$ cat config.mk
export PLATFORM = sky130hd
export DESIGN_NAME = tlv5618_feeder
export DESIGN_NICKNAME = d
export VERILOG_FILES = /design/src/rtl/tlv5618_feeder.sv
export SDC_FILE = /design/constraint.sdc
export NUM_CORES = 1
export LEC_CHECK = 0
export CAP_MARGIN = 5
export CORE_ASPECT_RATIO = 1.75
export CORE_MARGIN = 2
export CORE_UTILIZATION = 57
export DETAILED_ROUTE_END_ITERATION = 16
export PLACE_DENSITY = 0.79
export SYNTH_ARGS = -nofsm -noshare
export SYNTH_HDL_FRONTEND = slang
export SYNTH_SLANG_ARGS = --single-unit
$ cat constraint.sdc
create_clock -name sys_clk -period 3 [get_ports sys_clk]
set_input_delay 0.45 -clock sys_clk [delete_from_list [all_inputs] [get_ports sys_clk]]
set_output_delay 0.45 -clock sys_clk [all_outputs]
set_load 0.005 [all_outputs]
$ cat src/rtl/tlv5618_feeder.sv
// Sample FIFO + tick-paced command sequencer feeding a TLV5618 serial DAC driver.
// Define TLV5618_DUAL_CH_EN to issue a buffer write then an A write per tick.
module tlv5618_feeder #(
    parameter int unsigned SAMPLE_DIV   = 50,
    parameter int unsigned DONE_TIMEOUT = 1023,
    parameter logic        SPD          = 1'b1
) (
    input  logic        sys_clk,
    input  logic        sys_rst_n,
    input  logic [9:0]  sample_data,
    input  logic        sample_valid,
    output logic        sample_ready,
    output logic [15:0] parallel_dac_data,
    output logic        start_flag,
    input  logic        set_done,
    input  logic        err_clr,
    output logic        underrun,
    output logic        late_tick,
    output logic        timeout_err
);

    localparam logic [15:0] TickLast = 16'(SAMPLE_DIV - 1);
    localparam logic [11:0] TmoLast  = 12'(DONE_TIMEOUT - 1);

    typedef enum logic [1:0] {StIdle, StLoad, StStart, StWait} state_e;

    state_e      state_q, state_d;
    logic [9:0]  mem_q [4];
    logic [1:0]  wr_ptr_q, wr_ptr_d, rd_ptr_q, rd_ptr_d;
    logic [2:0]  count_q, count_d;
    logic        ready_q, ready_d;
    logic [15:0] tick_cnt_q, tick_cnt_d;
    logic [11:0] tmr_q, tmr_d;
    logic [9:0]  samp_q, samp_d;
    logic [15:0] dac_q, dac_d;
    logic        start_q, start_d;
    logic        und_q, und_d, late_q, late_d, tmo_q, tmo_d;
    logic        push, pop, tick, und_set, late_set, tmo_set;
    logic [15:0] word;
`ifdef TLV5618_DUAL_CH_EN
    logic        second_q, second_d;
`endif

    always_comb begin
        push       = sample_valid && ready_q;
        tick       = (tick_cnt_q == TickLast);
        tick_cnt_d = tick ? 16'd0 : tick_cnt_q + 16'd1;
`ifdef TLV5618_DUAL_CH_EN
        word = second_q ? {1'b1, SPD, 2'b00, samp_q, 2'b00}
                        : {1'b0, SPD, 1'b0, 1'b1, ~samp_q, 2'b00};
`else
        word = {1'b1, SPD, 2'b00, samp_q, 2'b00};
`endif
        state_d  = state_q;
        samp_d   = samp_q;
        dac_d    = dac_q;
        start_d  = 1'b0;
        tmr_d    = tmr_q;
        pop      = 1'b0;
        und_set  = 1'b0;
        tmo_set  = 1'b0;
        late_set = tick && (state_q != StIdle);
`ifdef TLV5618_DUAL_CH_EN
        second_d = second_q;
`endif
        unique case (state_q)
            StIdle: begin
                if (tick) begin
                    if (count_q != 3'd0) begin
                        pop     = 1'b1;
                        samp_d  = mem_q[rd_ptr_q];
                        state_d = StLoad;
`ifdef TLV5618_DUAL_CH_EN
                        second_d = 1'b0;
`endif
                    end else begin
                        und_set = 1'b1;
                    end
                end
            end
            StLoad: begin
                dac_d   = word;
                start_d = 1'b1;
                tmr_d   = 12'd0;
                state_d = StStart;
            end
            StStart: begin
                tmr_d   = tmr_q + 12'd1;
                state_d = StWait;
            end
            StWait: begin
                tmr_d = tmr_q + 12'd1;
                // tmr_q counts cycles since the start_flag cycle
                if (set_done || (tmr_q >= TmoLast)) begin
                    tmo_set = !set_done;
`ifdef TLV5618_DUAL_CH_EN
                    if (!second_q) begin
                        second_d = 1'b1;
                        state_d  = StLoad;
                    end else begin
                        state_d = StIdle;
                    end
`else
                    state_d = StIdle;
`endif
                end
            end
            default: state_d = StIdle;
        endcase

        wr_ptr_d = push ? wr_ptr_q + 2'd1 : wr_ptr_q;
        rd_ptr_d = pop  ? rd_ptr_q + 2'd1 : rd_ptr_q;
        case ({push, pop})
            2'b10:   count_d = count_q + 3'd1;
            2'b01:   count_d = count_q - 3'd1;
            default: count_d = count_q;
        endcase
        ready_d = (count_d != 3'd4);

        // A set event in the same cycle wins over err_clr
        und_d  = und_set  ? 1'b1 : (err_clr ? 1'b0 : und_q);
        late_d = late_set ? 1'b1 : (err_clr ? 1'b0 : late_q);
        tmo_d  = tmo_set  ? 1'b1 : (err_clr ? 1'b0 : tmo_q);
    end

    always_ff @(posedge sys_clk) begin
        if (push) mem_q[wr_ptr_q] <= sample_data;
    end

    always_ff @(posedge sys_clk or negedge sys_rst_n) begin
        if (!sys_rst_n) begin
            state_q    <= StIdle;
            wr_ptr_q   <= 2'd0;
            rd_ptr_q   <= 2'd0;
            count_q    <= 3'd0;
            ready_q    <= 1'b0;
            tick_cnt_q <= 16'd0;
            tmr_q      <= 12'd0;
            samp_q     <= 10'd0;
            dac_q      <= 16'h0000;
            start_q    <= 1'b0;
            und_q      <= 1'b0;
            late_q     <= 1'b0;
            tmo_q      <= 1'b0;
`ifdef TLV5618_DUAL_CH_EN
            second_q   <= 1'b0;
`endif
        end else begin
            state_q    <= state_d;
            wr_ptr_q   <= wr_ptr_d;
            rd_ptr_q   <= rd_ptr_d;
            count_q    <= count_d;
            ready_q    <= ready_d;
            tick_cnt_q <= tick_cnt_d;
            tmr_q      <= tmr_d;
            samp_q     <= samp_d;
            dac_q      <= dac_d;
            start_q    <= start_d;
            und_q      <= und_d;
            late_q     <= late_d;
            tmo_q      <= tmo_d;
`ifdef TLV5618_DUAL_CH_EN
            second_q   <= second_d;
`endif
        end
    end

    assign sample_ready      = ready_q;
    assign parallel_dac_data = dac_q;
    assign start_flag        = start_q;
    assign underrun          = und_q;
    assign late_tick         = late_q;
    assign timeout_err       = tmo_q;

endmodule

Word level (Yosys, flattened, before mapping)
Memory sizes are Yosys's and may differ from the RTL's. A register that Yosys moved wholly into a read port is not among the register bits.
Cells that the tools add are included.
- register bits after elaboration: 53
- bits in latches: 0
- bits in writable memories: 40
- memory bits (read-only): 0
- input port bits: 15
- output and inout bits: 21
- memories: 1
- add/sub/neg operators: 6
- multipliers: 0
- div/mod/pow operators: 0
- magnitude comparators: 1
- equality and inequality tests: 10
- shifts and indexed selects: 0
- mux-type cells: 22
- bitwise logic cells: 0
- reduce and logical (&&, ||, !) cells: 15
- memory list (memory ; depth ; width ; rd ports ; clocked after Yosys merged registers in ; wr ports ; RTL line ; RTL):
    mem_q ; 4 ; 10 ; 1 ; 1 ; 1 ; 28 ; logic [9:0] mem_q [4];
- operators by type and width (cell ; number):
    case mux 12 bit (2 select lines) ; 1
    adder 16 x 1 -> 16 bit (second input constant) ; 1
    == test 16 x 6 -> 1 bit (second input constant) ; 1
    two-way mux 16 bit ; 1
    two-way mux 1 bit ; 15
    adder 12 x 1 -> 12 bit (second input constant) ; 1
    >= comparator 12 x 10 -> 1 bit (second input constant) ; 1
    nonzero test 2 bit ; 5
    case mux 2 bit (4 select lines) ; 1
    == test 2 bit (second input constant) ; 3
    two-way mux 2 bit ; 3
    inequality test 2 bit (second input constant) ; 3
    case mux 3 bit (2 select lines) ; 1
    AND reduction 3 bit ; 2
    adder 2 x 1 -> 2 bit (second input constant) ; 2
    == test 2 x 1 -> 1 bit (second input constant) ; 2
    adder 3 x 1 -> 3 bit (second input constant) ; 1
    inequality test 3 bit (second input constant) ; 1
    nonzero test 3 bit ; 1
    subtractor 3 x 1 -> 3 bit (second input constant) ; 1
    logical AND 1 bit ; 2
    zero test 1 bit ; 2
    zero test 2 bit ; 1
    OR reduction 2 bit ; 1
    logical OR 1 bit ; 1

Logic depth before layout (Yosys ltp)
Gate-level depths: netlist (run 1).
- depth in word-level cells: 7
- depth in mapped cells: 14

Worst setup path after synthesis (run 1)
No wires, ideal clock.
- kind: flip-flop to flip-flop
- start: register tick_cnt_q[1]
- end: register ready_q (netlist: sample_ready)
- setup time: 0.124 ns
- arrival time: 2.316 ns
- data required time: 2.876 ns
- setup slack: 0.560 ns
- stages on the path, launching flop included: 15
- buffers on the path: 1
- period minus slack after synthesis: 2.440 ns
- path through: dfrtp_1 > inv_1 > ha_1 > nor3b_1 > and4_1 > nand3_2 > buf_6 > inv_1 > ha_1 > inv_1 > fa_1 > xor2_1 > nor2_1 > xor2_1 > nand2_1
- cells in the longest elaborated chain, start to end: 6
- RTL lines (what ; RTL line ; RTL):
    start: declaration ; 32 ; logic [15:0] tick_cnt_q, tick_cnt_d;
    start signal: assignment ; 154 ; tick_cnt_q <= tick_cnt_d;
    == test 16 x 6 -> 1 bit (*) ; 46 ; tick = (tick_cnt_q == TickLast);
    two-way mux 1 bit (*) ; 68 ; if (tick) begin
    two-way mux 1 bit (*) ; 66 ; unique case (state_q)
    via pop ; 38 ; logic push, pop, tick, und_set, late_set, tmo_set;
    == test 2 x 1 -> 1 bit / == test 2 bit (equally long branches) ; 113 ; case ({push, pop})
    case mux 3 bit (2 select lines) (*) ; 113 ;
    via count_d[2] ; 30 ; logic [2:0] count_q, count_d;
    inequality test 3 bit (*) ; 118 ; ready_d = (count_d != 3'd4);
    via ready_d ; 31 ; logic ready_q, ready_d;
    end signal: assignment ; 153 ; ready_q <= ready_d;
    end: declaration ; 31 ;
Mark *: on every way through the listed nets, which the timed path passes. The rest lies on a longest branch.
A chain may end at the register's enable or synchronous reset.

Worst setup path after layout (run 1)
Same ends and word-level chain as after synthesis.

==> results.sh, run 1 <==
export IMPL_setup_ws_ns=0.502
export IMPL_p_per_area_nw_per_um2=727
export IMPL_grt_use_total=0.185
export IMPL_core_um2=7510
export IMPL_die_h_um=120
export IMPL_ios=36
export IMPL_hold_viol_final=0
export IMPL_synth_seq_cells=103
export IMPL_start_kind="flip-flop"
export IMPL_grt_pass1_vias=2444
export IMPL_clk_pin_slew_ns=0.07
export IMPL_htreeDepth=3
export IMPL_cts_resized=0
export IMPL_r2r_end="sample_ready"
export IMPL_cp_startpoint="tick_cnt_q[1]"
export IMPL_finalCritPeriodShare=0.833
export IMPL_setup_viol=0
export IMPL_fin_nets=367
export IMPL_post_drt_wl_per_cell_um=16.4
export IMPL_timing_rr_start="tick_cnt_q[1]"
export IMPL_path_max_fanout=4
export IMPL_fp_row_count=42
export IMPL_crit_cells=13
export IMPL_yosys_warnings=0
export IMPL_netlist_area_leader_share=0.360
export IMPL_max_slew_margin_rel=0.481
export IMPL_area_growth_pct=14.8
export IMPL_leakagePower_nw=2.17
export IMPL_crit_path_frequent_cell="inv_1"
export IMPL_yosysTopAreaCell="dfrtp_1"
export IMPL_synth_edf_count=40
export IMPL_async_flop_share=0.612
export IMPL_dp_slack_ns=0.497
export IMPL_synth_flop_cell="dfrtp_1"
export IMPL_fin_worst_skew_ns=0.00816
export IMPL_synth_area_leaders="dfrtp_1, edfxtp_1, mux4_2"
export IMPL_r2r_slack_ns=0.50
export IMPL_slew_viol_final=0
export IMPL_ir_drop_v=0.000526
export IMPL_synth_most_common_cell="dfrtp_1"
export IMPL_synth_common_cells="dfrtp_1, edfxtp_1, nor2_1, inv_1"
export IMPL_hp_class="primary input to asynchronous set/reset pin"
export IMPL_synth_distinct_cells=40
export IMPL_ff2ff_path_depth=13
export IMPL_clk_root_buffer_cell="clkbuf_16"
export IMPL_wirelength_mm=7.06
export IMPL_outcome="completed"
export IMPL_hold_buffers=0
export IMPL_cp_cell_sequence="inv_1, ha_1, nor3b_1, and4_1, nand3_2, inv_1, ha_1, inv_1, fa_1, xor2_1, nor2_1, xor2_1, nand2_1"
export IMPL_worst_pin_slew_ns=0.779
export IMPL_slowest_delay_ns=0.41
export IMPL_start_util=0.583
export IMPL_min_period_ns=2.50
export IMPL_max_freq_mhz=400
export IMPL_finalWeightedCongestion=0.765
export IMPL_layout_drive_gt1_share=0.167
export IMPL_drt_vias_per_instance=5.53
export IMPL_seq_area_frac_synth=0.634
export IMPL_portBuffers=31
export IMPL_die_width_um=70.3
export IMPL_required_ns=3.21
export IMPL_cts_setup_buffers=0
export IMPL_cp_endpoint="sample_ready"
export IMPL_dr_pass1_iters=4
export IMPL_syn_avg_cell_area_um2=14.6
export IMPL_hpwl_mm=4.90
export IMPL_cts_tree="built"
export IMPL_antenna_found_initial=0
export IMPL_drc=0
export IMPL_worstPathArrival_ns=2.71
export IMPL_end_kind="flip-flop"
export IMPL_cts_sinks=103
export IMPL_antenna_cells=0
export IMPL_grt_max_degree=64
export IMPL_path_buf_inv=3
export IMPL_vias=2378
export IMPL_clk_insertion_delay_late_ns=0.34
export IMPL_maxCapViolations=0
export IMPL_tns_ns=0
export IMPL_final_antenna_net_count=0
export IMPL_netlist_area_um2=4380
export IMPL_numCtsBuffers=9
export IMPL_grt_pass1_wl_mm=11.8
export IMPL_cp_top_family="simple AND/OR/NAND/NOR gates"
export IMPL_clock_path_buffers=2
export IMPL_syn_inst=300
export IMPL_die_area_um2=8430
export IMPL_initialDrtViolationCount=130
export IMPL_slowest_stage="dfrtp_1"
export IMPL_overflow=0
export IMPL_path_class="flip-flop to flip-flop"
export IMPL_rsz0062_at_grt="false"
[worst reg2reg max path, cell delays in order (launching register included)]
cell,delay [ns]
dfrtp_1,0.41
inv_1,0.07
ha_1,0.13
nor3b_1,0.17
and4_1,0.26
nand3_2,0.09
inv_1,0.07
ha_1,0.17
inv_1,0.06
fa_1,0.38
xor2_1,0.15
nor2_1,0.12
xor2_1,0.22
nand2_1,0.09
[flip-flops by register name (all words and copies together), names as in the netlist]
signal,cells
underrun,1
late_tick,1
mem_q,40
start_flag,1
tmr_q,12
wr_ptr_q,2
count_q,3
tick_cnt_q,16
rd_ptr_q,2
state_q,2
sample_ready,1
parallel_dac_data,11
timeout_err,1
samp_q,10
[cells in the final DEF, fill, tap and decap left out, drive strengths merged, types with 2 or more instances in the layout]
master / count
nor2: 19
dfrtp: 63
buf: 5
nor3: 5
a21oi: 3
nand4: 6
xor2: 13
clkinv: 3
nor4: 2
and4: 3
o22ai: 3
or3: 4
nor2b: 4
clkinvlp: 3
or2: 2
mux4: 10
clkdlybuf4s50: 30
xnor2: 11
conb: 4
o21ai: 5
nand3: 5
nand2: 15
and3: 10
mux2: 24
clkbuf: 9
edfxtp: 40
inv: 17
ha: 14
[cells by family (layout without fill, tap and decap cells)]
kind of cell               count (synthesis)  count (layout)  synth area share
AOI/OAI and AO/OA                         15              15            0.0209
xor gates and xnor gates                  24              24            0.0480
adders and majority gates                 15              15            0.0446
buffers and inverters                     28              67            0.0326
DFF                                      103             103             0.634
muxes                                     35              35             0.123
other                                      1               4          0.000856
and+or+nand+nor                           79              79            0.0957
[power by group]
part / leakage [nW] / switching (mW) / internal [mW]
clock: 0.125 / 0.499 / 0.562
combinational: 0.836 / 0.456 / 0.379
sequential: 1.21 / 0.0968 / 1.66
total: 2.17 / 1.05 / 2.61
[worst min-delay path by stage]
stage                               from        endpoint  slack, ns  cells after the start
final                          sys_rst_n   tick_cnt_q[8]       0.27                      2
after global routing           sys_rst_n   tick_cnt_q[8]       0.34                      2
after CTS                      sys_rst_n   tick_cnt_q[8]       0.30                      2
after global placement        count_q[2]      count_q[2]       0.47                      1
after floorplan                sys_rst_n      count_q[0]       0.15                      0
after detailed placement  tick_cnt_q[15]  tick_cnt_q[15]       0.47                      1
[metrics by stage]
stage / utilization / total power, mW / hold slack, ns / instance area, µm² / cells
2_1_floorplan: - / 2.39 / 0.154 / 4390 / 303
3_3_place_gp: 0.633 / 2.58 / 0.469 / 4750 / 414
3_5_place_dp: 0.633 / 2.63 / 0.472 / 4750 / 414
4_1_cts: 0.669 / 3.69 / 0.302 / 5030 / 430
5_1_grt: 0.669 / 3.85 / 0.336 / 5030 / 430
6_report: 0.669 / 3.66 / 0.267 / 5030 / 430
[metal layers]
layer  up-vias  track usage  wire length, µm
met2        33        0.323             3910
met3         9       0.0386              167
met4         0       0.0805              144
li1       1135            -                -
met1      1201        0.217             2840
met5         -            0                0
[area by class of cell]
cell class,count,area (µm²)
fill,551,2490
multi-input combinational,172,1470
inverter,16,60.1
tap,88,110
timing repair buffer,35,335
clock buffer,9,225
clock inverter,7,48.8
sequential,103,2780
(Power assumes the default switching activity.)
==> run 2: changes to the inputs <==
clock period = 2.3 ns   (was 3 ns; I/O delays follow)
==> results.sh, run 2 (synthesized netlist as in run 1, its figures left out) <==
export IMPL_fp_row_count=42
export IMPL_worst_pin_slew_ns=0.561
export IMPL_grt_use_total=0.191
export IMPL_max_freq_mhz=426
export IMPL_start_util=0.583
export IMPL_grt_max_degree=64
export IMPL_setup_viol=2
export IMPL_clock_path_buffers=2
export IMPL_cp_top_family="simple AND/OR/NAND/NOR gates"
export IMPL_end_kind="flip-flop"
export IMPL_slowest_delay_ns=0.39
export IMPL_numCtsBuffers=9
export IMPL_top_register="mem_q"
export IMPL_finalWeightedCongestion=0.793
export IMPL_ios=36
export IMPL_min_period_ns=2.35
export IMPL_holdWs_ns=-0.00278
export IMPL_post_drt_wl_per_cell_um=16.1
export IMPL_fin_total_pwr_mw=4.93
export IMPL_worstPathArrival_ns=2.57
export IMPL_portBuffers=31
export IMPL_path_buf_inv=2
export IMPL_path_class="flip-flop to flip-flop"
export IMPL_final_antenna_net_count=0
export IMPL_ir_drop_v=0.000735
export IMPL_p_per_area_nw_per_um2=947
export IMPL_reg_top3="mem_q x40, tick_cnt_q x16, tmr_q x12"
export IMPL_cts_tree="built"
export IMPL_leakagePower_nw=2.27
export IMPL_dp_cells=425
export IMPL_layout_commonest_cell="dfrtp_1"
export IMPL_required_ns=2.52
export IMPL_multi_input_area_um2=1500
export IMPL_drt_vias_per_instance=5.51
export IMPL_path_max_fanout=2
export IMPL_die_h_um=120
export IMPL_final_seq_area_um2=2780
export IMPL_clk_insertion_delay_late_ns=0.34
export IMPL_area_growth_pct=18.9
export IMPL_final_cell_mix="dfrtp_1, edfxtp_1, clkdlybuf4s50_1"
export IMPL_clk_root_buffer_cell="clkbuf_16"
export IMPL_die_width_um=70.3
export IMPL_wirelength_mm=7.20
export IMPL_maxCapViolations=0
export IMPL_fin_worst_skew_ns=0.00626
export IMPL_max_slew_margin_rel=0.626
export IMPL_cp_cell_sequence="nor4bb_2, and4_1, nand3_2, inv_4, ha_4, inv_2, fa_2, xor2_1, nor2_1, xor2_1, nand2_1"
export IMPL_final_instance_count_excl_fill=446
export IMPL_clk_pin_slew_ns=0.07
export IMPL_layout_drive_gt1_share=0.226
export IMPL_die_area_um2=8430
export IMPL_fin_nets=383
export IMPL_dr_pass1_iters=4
export IMPL_finalCritPeriodShare=1.02
export IMPL_vias=2458
export IMPL_hp_class="primary input to asynchronous set/reset pin"
export IMPL_cts_sinks=103
export IMPL_start_kind="flip-flop"
export IMPL_nFillCells=544
export IMPL_hpwl_mm=4.99
export IMPL_grt_pass1_wl_mm=12.1
export IMPL_hold_viol_final=7
export IMPL_slew_viol_final=0
export IMPL_core_um2=7510
export IMPL_crit_path_frequent_cell="xor2_1"
export IMPL_largest_reg_flops=40
export IMPL_initialDrtViolationCount=150
export IMPL_violations="negative hold slack, negative setup slack"
export IMPL_setup_ws_ns=-0.0486
export IMPL_rsz0062_at_grt="true"
export IMPL_grt_pass1_vias=2540
export IMPL_drc=0
export IMPL_slowest_stage="dfrtp_1"
export IMPL_antenna_found_initial=0
export IMPL_antenna_cells=0
export IMPL_overflow=0
export IMPL_htreeDepth=3
export IMPL_outcome="finished, violations left"
run 2: metal layers:
layer  vias to the layer above  share of wire  track usage
li1                       1167              -            -
met1                      1240           0.41        0.228
met2                        37           0.54        0.331
met3                        14          0.026       0.0361
met4                         0          0.023       0.0877
met5                         -              0            0
run 2: stage by stage:
stage                     setup slack (ns)  utilization  cell area (µm²)  setup TNS, ns
after floorplan                    -0.0444            -             4420        -0.0444
after global placement              0.0599        0.648             4870              0
after detailed placement           -0.0928        0.648             4870        -0.0928
after CTS                          -0.0695        0.691             5190         -0.120
after global routing                -0.213        0.693             5210         -0.396
final                              -0.0486        0.693             5210        -0.0709
run 2: final timing paths:
path	cells after the start	endpoint	slack, ns	startpoint
min in group sys_clk	1	parallel_dac_data[14]	0.50	parallel_dac_data[14]
hold reg to reg	1	parallel_dac_data[14]	0.50	parallel_dac_data[14]
max in group asynchronous	2	tmr_q[6]	2.03	sys_rst_n
hold / removal	2	tick_cnt_q[9]	-0.003	sys_rst_n
setup reg to reg	11	sample_ready	-0.05	tick_cnt_q[10]
setup / recovery	11	sample_ready	-0.05	tick_cnt_q[10]
run 2: cell type report:
cell class              instances  area share
clock inverters                 7      0.0118
repair buffers                 51      0.0899
multi-input cells             172       0.289
flip-flops and latches        103       0.533
inverters                      16      0.0120
clock buffers                   9      0.0432
well taps                      88      0.0211
run 2: worst reg2reg max path, stage by stage, from the launching register on:
cell      delay, ns
dfrtp_1        0.39
nor4bb_2       0.31
and4_1         0.27
nand3_2        0.11
inv_4          0.07
ha_4           0.12
inv_2          0.03
fa_2           0.32
xor2_1         0.14
nor2_1         0.11
xor2_1         0.23
nand2_1        0.11
run 2: report_power, final:
| part | switching [mW] | internal [mW] | total (mW) |
|---|---|---|---|
| Combinational | 0.622 | 0.578 | 1.20 |
| Sequential | 0.126 | 2.17 | 2.30 |
| Clock | 0.681 | 0.754 | 1.44 |
| Total | 1.43 | 3.50 | 4.93 |
run 2: timing repair:
item,4_1_cts,5_1_grt
endpoints found under the setup margin,2,2
endpoints found under the hold margin,0,0
resized for setup,1,1
pin swaps,6,1
hold buffers,0,0
setup buffers,4,1
